$ cat src/rtl/iter_alu.sv
// Iterative ALU: single-cycle logic/arith ops, bit-serial shifts, shift-and-add MUL.
// Define ITER_ALU_MUL_EN to build the multiplier; otherwise 1010 is illegal.
module iter_alu #(
  parameter int n = 32
) (
  input  logic         clk,
  input  logic         reset,
  input  logic         in_valid,
  output logic         in_ready,
  input  logic [3:0]   aluctrl,
  input  logic [n-1:0] a,
  input  logic [n-1:0] b,
  output logic         out_valid,
  input  logic         out_ready,
  output logic [n-1:0] result,
  output logic         zero
);

  localparam int lw = $clog2(n);

  localparam logic [3:0] op_and = 4'b0000;
  localparam logic [3:0] op_or  = 4'b0001;
  localparam logic [3:0] op_add = 4'b0010;
  localparam logic [3:0] op_sub = 4'b0110;
  localparam logic [3:0] op_slt = 4'b0111;
  localparam logic [3:0] op_nor = 4'b1100;
  localparam logic [3:0] op_sll = 4'b1000;
  localparam logic [3:0] op_srl = 4'b1001;
  localparam logic [3:0] op_mul = 4'b1010;

  typedef enum logic [1:0] {
    IDLE,
    BUSY,
    DONE
  } state_t;

  state_t       state_q;
  state_t       state_d;
  logic [3:0]   op_q;
  logic [n-1:0] res_q;
  logic [lw:0]  cnt_q;

`ifdef ITER_ALU_MUL_EN
  logic [n-1:0] mcand_q;
  logic [n-1:0] mplier_q;
`endif

  logic          accept;
  logic          is_shift;
  logic          is_mul;
  logic          iter;
  logic          last;
  logic          slt;
  logic [lw-1:0] shamt;
  logic [n-1:0]  quick;

  assign accept   = (state_q == IDLE) && in_valid;
  assign shamt    = b[lw-1:0];
  assign is_shift = (aluctrl == op_sll) || (aluctrl == op_srl);
`ifdef ITER_ALU_MUL_EN
  assign is_mul   = (aluctrl == op_mul);
`else
  assign is_mul   = 1'b0;
`endif
  assign iter     = is_mul || (is_shift && (shamt != '0));
  assign last     = (cnt_q == (lw+1)'(1));
  assign slt      = $signed(a) < $signed(b);

  // Shifts by zero fall through here as a plain copy of a.
  always_comb begin
    quick = '0;
    case (aluctrl)
      op_and:  quick = a & b;
      op_or:   quick = a | b;
      op_add:  quick = a + b;
      op_sub:  quick = a - b;
      op_slt:  quick = {{(n-1){1'b0}}, slt};
      op_nor:  quick = ~(a | b);
      op_sll:  quick = a;
      op_srl:  quick = a;
      default: quick = '0;
    endcase
  end

  always_ff @(posedge clk or posedge reset) begin
    if (reset) begin
      state_q <= IDLE;
    end else begin
      state_q <= state_d;
    end
  end

  always_comb begin
    state_d = state_q;
    case (state_q)
      IDLE: begin
        if (accept) begin
          state_d = iter ? BUSY : DONE;
        end
      end
      BUSY: begin
        if (last) begin
          state_d = DONE;
        end
      end
      DONE: begin
        if (out_ready) begin
          state_d = IDLE;
        end
      end
      default: state_d = IDLE;
    endcase
  end

  always_ff @(posedge clk or posedge reset) begin
    if (reset) begin
      op_q  <= '0;
      res_q <= '0;
      cnt_q <= '0;
`ifdef ITER_ALU_MUL_EN
      mcand_q  <= '0;
      mplier_q <= '0;
`endif
    end else if (accept) begin
      op_q  <= aluctrl;
      res_q <= is_mul ? '0 : quick;
      cnt_q <= is_mul ? (lw+1)'(n) : {1'b0, shamt};
`ifdef ITER_ALU_MUL_EN
      mcand_q  <= a;
      mplier_q <= b;
`endif
    end else if (state_q == BUSY) begin
      cnt_q <= cnt_q - (lw+1)'(1);
      case (op_q)
        op_sll: res_q <= res_q << 1;
        op_srl: res_q <= res_q >> 1;
`ifdef ITER_ALU_MUL_EN
        op_mul: begin
          if (mplier_q[0]) begin
            res_q <= res_q + mcand_q;
          end
          mcand_q  <= mcand_q << 1;
          mplier_q <= mplier_q >> 1;
        end
`endif
        default: res_q <= res_q;
      endcase
    end
  end

  assign in_ready  = (state_q == IDLE);
  assign out_valid = (state_q == DONE);
  assign result    = res_q;
  assign zero      = out_valid && (res_q == '0);

endmodule

$ cat config.mk
export PLATFORM = sky130hd
export DESIGN_NAME = iter_alu
export DESIGN_NICKNAME = d
export VERILOG_FILES = /design/src/rtl/iter_alu.sv
export SDC_FILE = /design/constraint.sdc
export NUM_CORES = 1
export LEC_CHECK = 0
export BUFFER_PORTS_ARGS = -buffer_cell sky130_fd_sc_hd__buf_2
export CAP_MARGIN = 25
export CELL_PAD_IN_SITES_DETAIL_PLACEMENT = 2
export CELL_PAD_IN_SITES_GLOBAL_PLACEMENT = 2
export CORE_MARGIN = 2
export CORE_UTILIZATION = 34
export CTS_BUF_LIST = sky130_fd_sc_hd__clkbuf_8
export DETAILED_ROUTE_END_ITERATION = 8
export PLACE_DENSITY_LB_ADDON = 0.08
export SETUP_SLACK_MARGIN = 0.1
export SYNTH_ARGS = -nofsm -noshare
export SYNTH_HDL_FRONTEND = slang
export SYNTH_SLANG_ARGS = --single-unit
$ cat constraint.sdc
create_clock -name clk -period 2.8 [get_ports clk]
set_input_delay 0.14 -clock clk [delete_from_list [all_inputs] [get_ports clk]]
set_output_delay 0.14 -clock clk [all_outputs]
set_load 0.05 [all_outputs]
Yosys cells after proc, flatten, opt, wreduce, memory -nomap -nowiden
Index checks and enable logic that the tools add are counted.
{"block": "totals", "regBits": 44, "inputBits": 72, "output_inout_bits": 35, "elab_cells": 50}
{"block": "op_classes", "addsub": 3, "magnitude_cmp": 1, "n_eq_ne": 15, "muxes": 11, "n_bitwise": 3, "reduce_logical": 13}
{"cell": "$pmux W32 S7", "n": 1}
{"cell": "$mux W32", "n": 2}
{"cell": "$pmux W32 S2", "n": 1}
{"cell": "$add A32 B32 Y32", "n": 1}
{"cell": "$and A32 B32 Y32", "n": 1}
{"cell": "$logic_not A32 Y1", "n": 1}
{"cell": "$lt A32 B32 Y1", "n": 1}
{"cell": "$not A32 Y32", "n": 1}
{"cell": "$or A32 B32 Y32", "n": 1}
{"cell": "$sub A32 B32 Y32", "n": 1}
{"cell": "$eq A4 B4 Y1 const B", "n": 5}
{"cell": "$mux W6", "n": 2}
{"cell": "$eq A4 B3 Y1 const B", "n": 2}
{"cell": "$mux W2", "n": 4}
{"cell": "$eq A6 B1 Y1 const B", "n": 1}
{"cell": "$pmux W2 S3", "n": 1}
{"cell": "$sub A6 B1 Y6 const B", "n": 1}
{"cell": "$reduce_bool A5 Y1", "n": 1}
{"cell": "$eq A4 B1 Y1 const B", "n": 1}
{"cell": "$eq A4 B2 Y1 const B", "n": 1}
{"cell": "$logic_not A4 Y1", "n": 1}
{"cell": "$ne A2 B1 Y1 const B", "n": 2}
{"cell": "$logic_and A1 B1 Y1", "n": 3}
{"cell": "$reduce_and A3 Y1", "n": 1}
{"cell": "9 further kinds", "n": 9}

Depth between registers and ports, before layout
Gate-level depths: netlist of the first run.
{"block": "depth", "word_depth": 6, "ltp_mapped": 12}

Worst setup path after synthesis of the first run
OpenSTA, ideal clock, no wires.
{"block": "synth_path", "path_type": "reg2out", "startpoint": "register res_q[7] (netlist: result[7])", "endpoint": "output port zero", "arrival_ps": 2655, "required_ps": 2660, "path_slack_ps": 5, "path_stages_with_launch": 3, "path_cell_list": "dfrtp_1 > or4_1 > nor4_1"}
{"block": "synth_via", "elab_chain_cells": 2}
{"element": "start, declared", "line_no": "40", "rtl": "logic [n-1:0] res_q;"}
{"element": "start signal, assigned", "line_no": "126", "rtl": "res_q <= is_mul ? '0 : quick;"}
{"element": "start signal, assigned", "line_no": "135", "rtl": "op_sll: res_q <= res_q << 1;"}
{"element": "start signal, assigned", "line_no": "136", "rtl": "op_srl: res_q <= res_q >> 1;"}
{"element": "$logic_not A32 Y1", "line_no": "154", "rtl": "assign zero = out_valid && (res_q == '0);"}
{"element": "$logic_and A1 B1 Y1", "line_no": "154"}
{"element": "end, declared", "line_no": "16", "rtl": "output logic zero"}
Every way passes these cells.

Final worst setup path of the first run
{"block": "layout_path", "startpoint": "input port a[0]", "endpoint": "register res_q[19] (netlist: result[19])"}
{"block": "layout_via", "elab_chain_cells": 3, "word_cells_on_any_way": 4, "classes_between": "2 x add/sub; 2 x mux"}
{"element": "start, declared", "line_no": "11", "rtl": "input logic [n-1:0] a,"}
{"element": "$sub A32 B32 Y32 or $add A32 B32 Y32 (tied branches)", "line_no": "76, 75"}
{"element": "$pmux W32 S7 (*)", "line_no": "72", "rtl": "case (aluctrl)"}
{"element": "$mux W32 (*)", "line_no": "124", "rtl": "end else if (accept) begin"}
Every way passes the cells marked *; elsewhere a longest branch is shown, timed or not.
A chain may end at the register's enable or synchronous reset.

==> out/results.ini, run 1 <==
[outcome]
outcome = completed

[drt]
wl_met2_um = 20300
num_vias = 10400
ant_nets = 0
avgRoutedWirePerCell_um = 24.3
firstDrtPassIters = 5
drt_iter0_markers = 747
drt-met1-wl_um = 17700
dr_wl_met3_um = 2050
viasPerCell = 6.10
drc = 0
drt-total-wl_um = 41400
maxUsedRoutingLayer = met4

[cts]
clk_latency_ns = 0.33
h-tree-depth = 2
path_clk_slew_ns = 0.10
numCtsBuffers = 5
clockRootBuffer = clkbuf_8
cts_sinks = 44
max-clock-path-buffers = 2
cts_tree = done

[global_routing]
grt_overflow = 0
grt_pass1_vias = 11100
grt_pass1_wl_um = 63100
antenna_found_initial = 0
grtUsageTotal = 0.329
grt_max_degree = 45

[setup_path]
rrSetupSlack_ns = 0.31
startpoint_type = input pin
arrival_ns = 2.90
critPathTopFamily = compound AO/OA/AOI/OAI gates
path_cells = buf_2 > inv_1 > ha_2 > buf_4 > o21ba_2 > a2111o_1 > o2111ai_1 > a31oi_2 > o21a_1 > o31a_1 > a211o_1 > a211oi_1 > nor2_1
path_class = in2reg
cp.required_ns = 3.02
worst-path-max-fanout = 3
cp_slowest_cell = a2111o_1
cp_slowest_stage_delay_ns = 0.46
cp-end-kind = register
critPathBufInv = 3

[sta]
hold_viol_final = 0
finalSetupViolations = 0
grt_setup_unrepaired = true
tightest_slew_ns = 0.710
fmax_ghz = 0.373
fin_crit_ns = 2.68
fin_setup_tns_ns = 0
slew_violations = 0
finalCritPeriodShare = 0.957
clock_skew_ns = 0.0111
max_slew_margin = 0.527

[yosys]
synth_seq_area_share = 0.139
synth_edf_count = 0
synth_ff_type = dfrtp_1
syn-num-nets = 1318
yosysWarnings = 0
yosys.cell_types.count = 81
async_flop_share = 1.00
ys_ff_latch = 44
avgSynthCellArea_um2 = 6.94
netlist.area_leader.share = 0.159
netlist_instances = 1143
yosysTopAreaCell = ha_1
synth_area_um2 = 7940
synth_area_leaders = ha_1 (16%), dfrtp_1 (14%), nand2_1 (6.4%)
synthTopCellsByCount = nand2_1 (136), inv_1 (104), ha_1 (101)
synth_most_common_cell = nand2_1

[floorplanning]
core_um2 = 22800
die_h_um = 157
initial_utilization = 0.348
num_rows = 55
die_w_um = 157
pin_count = 107
dieArea_um2 = 24600

[min_path]
hp-class = in2reg

[finish]
finish.instance_area_um2 = 10500
antenna_cells = 0
fin_nets = 1562
drive_above_1_share = 0.270
area_delta_synth_final_pct = 32.1
n_fill_cell = 2714

[pwr]
ir_worst_vdd_uv = 406
p_leak_uw = 0.00493
p_per_area_nw_per_um2 = 587

[placement]
hpwlAfterDp_um = 33300
place_area_um2 = 10100
portBuffers = 106
place_congestion = 0.969

[job]
cap_violations = 0

-- worst reg2reg max path, stage by stage (launching register included) --
cell and delay, ns:
dfrtp_1 0.41, nor3b_2 0.28, and2_1 0.28, nand2_1 0.10, a31oi_1 0.29, a2111oi_0 0.12
buf_4 0.17, nand3_1 0.08, a21o_1 0.10, or4b_1 0.43, a31oi_1 0.14
-- power by group --
group / switching, µW / internal (µW) / total, µW
clock network: 255 / 352 / 607
logic: 2690 / 1380 / 4070
registers: 543 / 935 / 1480
-- metrics by stage --
step / hold WS (ns) / std cells / total power, µW / worst slack [ns] / util
final: 0.0784 / 1700 / 6160 / 0.121 / 0.460
after global routing: 0.0992 / 1700 / 6500 / 0.0412 / 0.460
after CTS: 0.0767 / 1697 / 6050 / 0.0621 / 0.452
after detailed placement: 0.417 / 1689 / 5410 / -0.316 / 0.445
after global placement: 0.402 / 1689 / 5230 / -0.197 / 0.445
after floorplan: 0.273 / 1143 / 3790 / 0.244 / -
-- cells in the final DEF (no fill, tap or decap), types with 6 or more instances in the layout --
| cell type | instances |
|---|---|
| buf_4 | 205 |
| nand2_1 | 135 |
| buf_2 | 106 |
| inv_1 | 101 |
| ha_1 | 94 |
| a21oi_1 | 92 |
| nor2_1 | 76 |
| o21ai_0 | 67 |
| a31oi_1 | 45 |
| dfrtp_1 | 44 |
| nor3_1 | 25 |
| o22ai_1 | 24 |
| a21o_1 | 20 |
| nor4_1 | 18 |
| a221o_1 | 16 |
| a221oi_1 | 16 |
| o22a_1 | 16 |
| nand3_1 | 15 |
| nor2b_1 | 13 |
| nand2b_1 | 12 |
| o211ai_1 | 12 |
| nand4_1 | 12 |
| and2_1 | 11 |
| xnor2_1 | 11 |
| o21bai_1 | 11 |
| o31ai_1 | 10 |
| o221ai_1 | 9 |
| a211oi_1 | 9 |
| a22o_1 | 9 |
| or3_1 | 7 |
| a2111oi_0 | 7 |
| and3_1 | 6 |
-- kinds of logic (layout without fill, tap and decap cells) --
logic type / count (synthesis) / count (layout) / synth area share
XOR/XNOR: 11 / 11 / 0.0121
adder cells (fa/ha/maj): 103 / 103 / 0.164
buffers and inverters: 183 / 427 / 0.0880
AND/OR/NAND/NOR: 367 / 367 / 0.223
multiplexers: 2 / 2 / 0.00252
AO/OA/AOI/OAI: 433 / 433 / 0.371
flip-flops: 44 / 44 / 0.139
-- repair_timing --
| item | in CTS | in global routing |
|---|---|---|
| endpoints found under the hold margin | 0 | 44 |
| hold buffers | 0 | 1 |
| setup buffers | 1 | 1 |
| endpoints found under the setup margin | 4 | 13 |
| resized for setup | 8 | 30 |
| pin swaps | 8 | 12 |
-- cell type report --
class                      count  area (µm²)  area share
multi-input combinational    916        6330       0.604
clock buffer                   5        68.8     0.00656
clock inverter                 2        60.1     0.00573
inverter                     105         394      0.0376
tap                          313         392      0.0374
timing repair buffer         315        2140       0.204
sequential                    44        1100       0.105
-- per-layer routing --
layer  GRT usage  up-vias
met3      0.0246       97
met2       0.584      357
li1            -     4699
met1       0.420     5221
met5           0        -
met4       0.104        0
-- path summary, 6_finish.rpt --
path	start	end	depth (start not counted)
worst max-delay path	a[0]	result[19]	13
worst min-delay path	b[2]	cnt_q[2]	3
worst max register to register	op_q[1]	result[28]	10
worst min register to register	op_q[3]	op_q[3]	2
max in group asynchronous	reset	result[5]	4
min in group asynchronous	reset	state_q[1]	3
-- registers in the layout, indices dropped and copies added (netlist names) --
| register | cells |
|---|---|
| state_q | 2 |
| result | 32 |
| op_q | 4 |
| cnt_q | 6 |
(Power assumes the default switching activity.)
==> run 2, diff against run 1 <==
--- a/config.mk
+++ b/config.mk
@@ -14,5 +14,5 @@
 export CTS_BUF_LIST = sky130_fd_sc_hd__clkbuf_8
 export DETAILED_ROUTE_END_ITERATION = 8
-export PLACE_DENSITY_LB_ADDON = 0.08
+export PLACE_DENSITY = 0.89
 export SETUP_SLACK_MARGIN = 0.1
 export SYNTH_ARGS = -nofsm -noshare
==> constraint.sdc (replaced) <==
create_clock -name clk -period 2.8 [get_ports clk]
set_input_delay 0.56 -clock clk [delete_from_list [all_inputs] [get_ports clk]]
set_output_delay 0.56 -clock clk [all_outputs]
set_load 0.05 [all_outputs]
==> run 2 against run 1 <==
  * The flow now stops in clock tree synthesis
  * Synthesized area did not move
  * Synthesized cell count stayed put
==> out/results.ini, run 2 <==
[yosys]
avgSynthCellArea_um2 = 6.94  ; unchanged
synth_area_um2 = 7940  ; unchanged
synth_area_leaders = ha_1 (16%), dfrtp_1 (14%), nand2_1 (6.4%)
async_flop_share = 1.00  ; unchanged
synth_most_common_cell = nand2_1
yosysWarnings = 0  ; unchanged
synth_edf_count = 0  ; unchanged
synthTopCellsByCount = nand2_1 (136), inv_1 (104), ha_1 (101)
synth_ff_type = dfrtp_1
netlist.area_leader.share = 0.159  ; unchanged
ys_ff_latch = 44  ; unchanged
yosysTopAreaCell = ha_1
netlist_instances = 1143  ; unchanged
synth_seq_area_share = 0.139  ; unchanged
yosys.cell_types.count = 81  ; unchanged
syn-num-nets = 1318  ; unchanged

[cts]
cts_hold_buf = 0  ; unchanged
max-clock-path-buffers = 2  ; unchanged
cts_setup_buffers = 26  ; +25
numCtsBuffers = 5  ; unchanged
cts_sinks = 44  ; unchanged
clockRootBuffer = clkbuf_8
cts_resized = 152  ; +144
h-tree-depth = 2  ; unchanged

[placement]
portBuffers = 106  ; unchanged
dpl_worst_slack_ns = -1.01  ; -0.696 ns
hpwlAfterDp_um = 41400  ; +24%
dp_cells = 1750  ; +3.6%
place_congestion = 0.996  ; +2.8%

[floorplanning]
die_h_um = 157  ; unchanged
pin_count = 107  ; unchanged
die_w_um = 157  ; unchanged
initial_utilization = 0.348  ; unchanged
num_rows = 55  ; unchanged

[outcome]
stop_stage = clock tree synthesis
error = [ERROR DPL-0033] detailed placement checks failed during check placement.
outcome = stopped before the end

[run 2: cell counts after synthesis]
Identical to the previous run, type by type.
[run 2: cell families after synthesis]
family | Yosys count | synth area share
AO/OA/AOI/OAI | 433 | 0.371
XOR/XNOR | 11 | 0.0121
adder cells (fa/ha/maj) | 103 | 0.164
buffers and inverters | 183 | 0.0880
flip-flops | 44 | 0.139
multiplexers | 2 | 0.00252
AND/OR/NAND/NOR | 367 | 0.223
[run 2: per-stage QoR]
| stage | utilization | hold slack, ns | instance area [µm²] |
|---|---|---|---|
| floorplan | - | 0.438 | 8090 |
| detailed placement | 0.473 | 0.514 | 10800 |
| global placement | 0.473 | 0.461 | 10800 |
==> run 3, diff against run 2 <==
Settings changed: CELL_PAD_IN_SITES_DETAIL_PLACEMENT 2 to unset, CELL_PAD_IN_SITES_GLOBAL_PLACEMENT 2 to unset, CORE_UTILIZATION 34 to 33, CTS_BUF_LIST sky130_fd_sc_hd__clkbuf_8 to unset, PLACE_DENSITY 0.89 to unset, PLACE_DENSITY_LB_ADDON set to 0.15, SETUP_SLACK_MARGIN 0.1 to unset.
==> run 3 against run 2 <==
  * The flow now finishes, with violations (negative setup slack)
==> out/results.ini, run 3 (synthesis results as in run 1) <==
[finish]
layout_common_cells = buf_4 (283), nand2_1 (135), buf_2 (95)
multiInputGateArea_um2 = 6910
antenna_cells = 0
drive_above_1_share = 0.366
n_fill_cell = 2345
finish.instance_area_um2 = 12000
area_delta_synth_final_pct = 50.6
largest_reg_flops = 32
final_common_cell = buf_4
layoutNonFillerInstCount = 1794
fin_nets = 1649
seqCellArea_um2 = 1100

[drt]
viasPerCell = 5.63
drc = 0
avgRoutedWirePerCell_um = 19.0
drt-total-wl_um = 34000
drt_iter0_markers = 992
num_vias = 10100
firstDrtPassIters = 5
ant_nets = 0

[global_routing]
grt_max_degree = 35
grtUsageTotal = 0.256
grt_pass1_vias = 9440
grt_overflow = 0
antenna_found_initial = 0
grt_pass1_wl_um = 52800

[outcome]
violations = negative setup slack
outcome = finished with violations

[pwr]
seq_power_share = 0.220
combPwrFrac = 0.672
p_total_uw = 6380
power.switching_uw = 3410
ir_worst_vdd_uv = 539
switching_share = 0.534
p_int_uw = 2970
p_leak_uw = 0.00548
power_frac_clock = 0.108
p_per_area_nw_per_um2 = 534

[floorplanning]
dieArea_um2 = 25300
die_w_um = 159  ; +1.5%
die_h_um = 159  ; +1.5%
pin_count = 107  ; unchanged
num_rows = 56  ; +1.8%
initial_utilization = 0.337  ; -0.0113
core_um2 = 23500

[placement]
portBuffers = 106  ; unchanged
place_congestion = 0.963  ; -3.3%
place_area_um2 = 10800  ; +0.72%
hpwlAfterDp_um = 27200  ; -34%
dp_cells = 1765  ; +0.86%

[setup_path]
critPathBufInv = 3
critPathTopFamily = compound AO/OA/AOI/OAI gates
cp_slowest_cell = or4b_4
worst-path-max-fanout = 4
cp-end-kind = register
path_class = in2reg
startpoint_type = input pin
cp_slowest_stage_delay_ns = 0.44
cp.required_ns = 3.02
arrival_ns = 3.10
path_cells = buf_2 > buf_4 > ha_4 > buf_4 > o31ai_4 > a211oi_4 > o31a_1 > o21ai_2 > o21a_2 > a21o_1 > or4b_4 > a31oi_1
worst_path_most_repeated_cell = buf_4

[sta]
fin_crit_ns = 2.88
clock_skew_ns = 0.00766
tightest_slew_ns = 0.655
max_slew_margin = 0.563
hold_viol_final = 0
fmax_ghz = 0.347
finalSetupViolations = 4
fin_setup_tns_ns = -0.227
finalCritPeriodShare = 1.03
fin_ws_ns = -0.0846
slew_violations = 0
grt_setup_unrepaired = true
whs_ns = 0.362

[cts]
clk_latency_ns = 0.29
path_clk_slew_ns = 0.07
clockRootBuffer = clkbuf_16
cts_tree = done
h-tree-depth = 2  ; unchanged
cts_sinks = 44  ; unchanged
max-clock-path-buffers = 2  ; unchanged
numCtsBuffers = 5  ; unchanged

[min_path]
hp-class = in2async

[job]
cap_violations = 0

## run 3: routing by layer
| layer | part of all wire | global-route usage |
|---|---|---|
| met3 | 0.064 | 0.0305 |
| met4 | 0.019 | 0.0595 |
| met2 | 0.45 | 0.410 |
| met5 | 0 | 0 |
| met1 | 0.46 | 0.367 |
## run 3: worst paths after layout
kind	startpoint	end	slack, ns	cells after the start
max in group asynchronous	reset	op_q[2]	1.83	3
setup / recovery	b[2]	result[28]	-0.08	12
min in group clk	op_q[2]	op_q[2]	0.48	2
hold reg to reg	op_q[2]	op_q[2]	0.48	2
setup reg to reg	op_q[1]	result[28]	0.24	10
hold / removal	reset	cnt_q[5]	0.36	2
## run 3: area by class of cell
class,count,area share
clock buffers,5,0.0105
well taps,319,0.0334
inverters,105,0.0350
flip-flops and latches,44,0.0921
repair buffers,402,0.248
clock inverters,3,0.00356
multi-input cells,916,0.578
## run 3: power groups by stage
stage	combinational, µW	sequential [µW]	clock, µW
floorplan	1790	2010	0
global placement	3970	1390	0
detailed placement	4000	1390	0
CTS	4100	1380	694
global route	4590	1430	721
finish	4290	1400	687
## run 3: per-stage QoR
step                      worst slack [ns]   util
after global routing                -0.143  0.508
after global placement              -0.582  0.461
final                              -0.0846  0.508
after floorplan                    -0.0855      -
after CTS                           -0.110  0.484
after detailed placement            -0.597  0.461
## run 3: repair_timing
action / 4_1_cts / 5_1_grt
endpoints found under the hold margin: 0 / 0
setup endpoints to repair: 20 / 21
resized for setup: 78 / 93
hold buffers: 0 / 0
pin swaps: 31 / 53
buffers inserted: 9 / 13
==> run 4, diff against run 3 <==
Settings changed: CELL_PAD_IN_SITES_DETAIL_PLACEMENT set to 0, CELL_PAD_IN_SITES_GLOBAL_PLACEMENT set to 1.
==> run 4 against run 3 <==
  * The flow still finishes with violations (negative setup slack)
  * First-iteration DRC count decreased by 4.1%
  * Global-route usage increased by 0.69 points
  * Count of clock-buffer cells in the layout increased by 1
  * Sequential share of layout area increased by 0.22 points
  * Critical path type unchanged
  * Largest cell class unchanged
  * Largest power group unchanged
==> out/results.ini, run 4 (synthesis results as in run 1) <==
[pwr]
p_int_uw = 2940  ; -1.2%
p_per_area_nw_per_um2 = 542  ; +1.6%
combPwrFrac = 0.669  ; -0.003
ir_worst_vdd_uv = 551  ; +2.1%
power.switching_uw = 3400  ; -0.28%
p_leak_uw = 0.00542  ; -0.94%
seq_power_share = 0.222  ; +0.002
switching_share = 0.536  ; +0.00232
power_frac_clock = 0.109  ; about the same

[drt]
avgRoutedWirePerCell_um = 19.2  ; +1.0%
ant_nets = 0  ; unchanged
drt_iter0_markers = 951  ; -4.1%
drt-total-wl_um = 34400  ; +1.2%
firstDrtPassIters = 5  ; unchanged
drc = 0  ; unchanged
viasPerCell = 5.63  ; -0.17%
num_vias = 10100  ; +0.049%

[job]
cap_violations = 0  ; unchanged

[finish]
fin_nets = 1653  ; +0.24%
drive_above_1_share = 0.353  ; -0.0132
seqCellArea_um2 = 1100  ; unchanged
n_fill_cell = 2429  ; +3.6%
multiInputGateArea_um2 = 6700  ; -3.0%
area_delta_synth_final_pct = 47.2
layout_common_cells = buf_4 (292), nand2_1 (136), buf_2 (99)
antenna_cells = 0  ; unchanged
final_util = 0.496  ; -0.0116
finish.instance_area_um2 = 11700  ; -2.3%
final_common_cell = buf_4
largest_reg_flops = 32  ; unchanged

[outcome]
outcome = finished with violations
violations = negative setup slack

[setup_path]
cp_slowest_cell = or4_4
startpoint_type = input pin
rrSetupSlack_ns = 0.26  ; +0.02 ns
cp-end-kind = register
cp_slowest_stage_delay_ns = 0.55  ; +0.11 ns
reg2reg_from = op_q[1]
r2r-end = result[28]
rr_worst_depth = 11  ; +1
worst-path-max-fanout = 4  ; unchanged
path_cells = buf_8 > inv_4 > ha_4 > or4_4 > or4_4 > a21o_4 > nand4_4 > a31oi_4 > o311a_1 > nor3_1 > a21oi_1 > a21oi_1
path_class = in2reg
cp.required_ns = 3.02  ; about the same
arrival_ns = 3.11  ; about the same

[sta]
tightest_slew_ns = 0.634  ; -0.0210 ns
grt_setup_unrepaired = true
clock_skew_ns = 0.00730  ; -0.000358 ns
slew_violations = 0  ; unchanged
finalSetupViolations = 5  ; +1
hold_viol_final = 0  ; unchanged
max_slew_margin = 0.567  ; +0.00370
finalCritPeriodShare = 1.03  ; +0.00355
whs_ns = 0.248  ; -0.114 ns
fin_crit_ns = 2.89  ; +0.00993 ns
fin_ws_ns = -0.0945  ; -0.00993 ns
fmax_ghz = 0.345  ; -0.34%

[min_path]
hp-class = in2async

[placement]
dpl_worst_slack_ns = -0.646  ; -0.0488 ns
hpwlAfterDp_um = 28000  ; +2.8%
place_area_um2 = 10900  ; +0.28%
place_congestion = 0.922  ; -4.2%
portBuffers = 106  ; unchanged

[floorplanning]
initial_utilization = 0.337  ; unchanged
die_h_um = 159  ; unchanged
core_um2 = 23500  ; unchanged
dieArea_um2 = 25300  ; unchanged
num_rows = 56  ; unchanged
pin_count = 107  ; unchanged
die_w_um = 159  ; unchanged

[cts]
clockRootBuffer = clkbuf_16
path_clk_slew_ns = 0.07  ; about the same
cts_sinks = 44  ; unchanged
max-clock-path-buffers = 2  ; unchanged
cts_tree = done
cts_hold_buf = 0  ; unchanged
numCtsBuffers = 5  ; unchanged
h-tree-depth = 2  ; unchanged
clk_latency_ns = 0.30  ; about the same

[global_routing]
grt_pass1_vias = 9767  ; +3.5%
grt_overflow = 0  ; unchanged
grtUsageTotal = 0.263  ; +0.00687
antenna_found_initial = 0  ; unchanged
grt_max_degree = 35  ; unchanged
grt_pass1_wl_um = 53800  ; +2.0%

[run 4: cell types whose count changed in the layout (fill, tap and decap cells not counted), moves of 4 or more]
cell,before,now
a21oi_1,78,84
buf_6,11,7
buf_2,95,99
buf_4,283,292
a21oi_2,16,10
ha_4,16,10
[run 4: final cells by class]
cell class / count / share of cell area
clock inverters: 2 / 0.00300
inverters: 105 / 0.0347
repair buffers: 406 / 0.249
multi-input cells: 916 / 0.574
well taps: 319 / 0.0342
clock buffers: 6 / 0.0110
flip-flops and latches: 44 / 0.0943
[run 4: repair_timing]
item,in CTS,in global routing
endpoints found under the setup margin,18,23
pin swaps,24,46
setup buffers,11,6
gates resized for setup,42,80
[run 4: per-stage QoR]
stage	std cells	power [µW]	setup TNS, ns
after detailed placement	1774	5430	-9.85
after CTS	1793	6190	-0.716
after global placement	1774	5390	-8.98
final	1798	6340	-0.311
after floorplan	1143	3800	-0.166
after global routing	1798	6730	-0.949
[run 4: worst max path at each step]
stage	startpoint	end	slack (ns)
CTS	a[0]	result[28]	-0.17
finish	a[6]	result[29]	-0.09
global route	a[6]	result[29]	-0.17
floorplan	a[0]	result[28]	-0.09
detailed placement	b[4]	result[27]	-0.65
global placement	b[1]	result[27]	-0.56
[run 4: per-layer routing]
metal / track usage / part of all wire / vias up
li1: - / - / 4876
met2: 0.414 / 0.45 / 404
met4: 0.0686 / 0.022 / 0
met5: 0 / 0 / -
met3: 0.0336 / 0.067 / 55
met1: 0.378 / 0.46 / 4779
[run 4: critical path: cells and delay by family]
family	cells	cell delay, ns
simple gates	4	1.25
compound gates	5	0.94
buf+inv	2	0.15
fa+ha+maj	1	0.21
[run 4: power by group through the flow]
stage / clock, µW / combinational [µW] / sequential [µW]
after floorplan: 0 / 1790 / 2010
after global placement: 0 / 3990 / 1400
after detailed placement: 0 / 4030 / 1400
after CTS: 696 / 4100 / 1390
after global routing: 716 / 4570 / 1440
final: 690 / 4240 / 1410
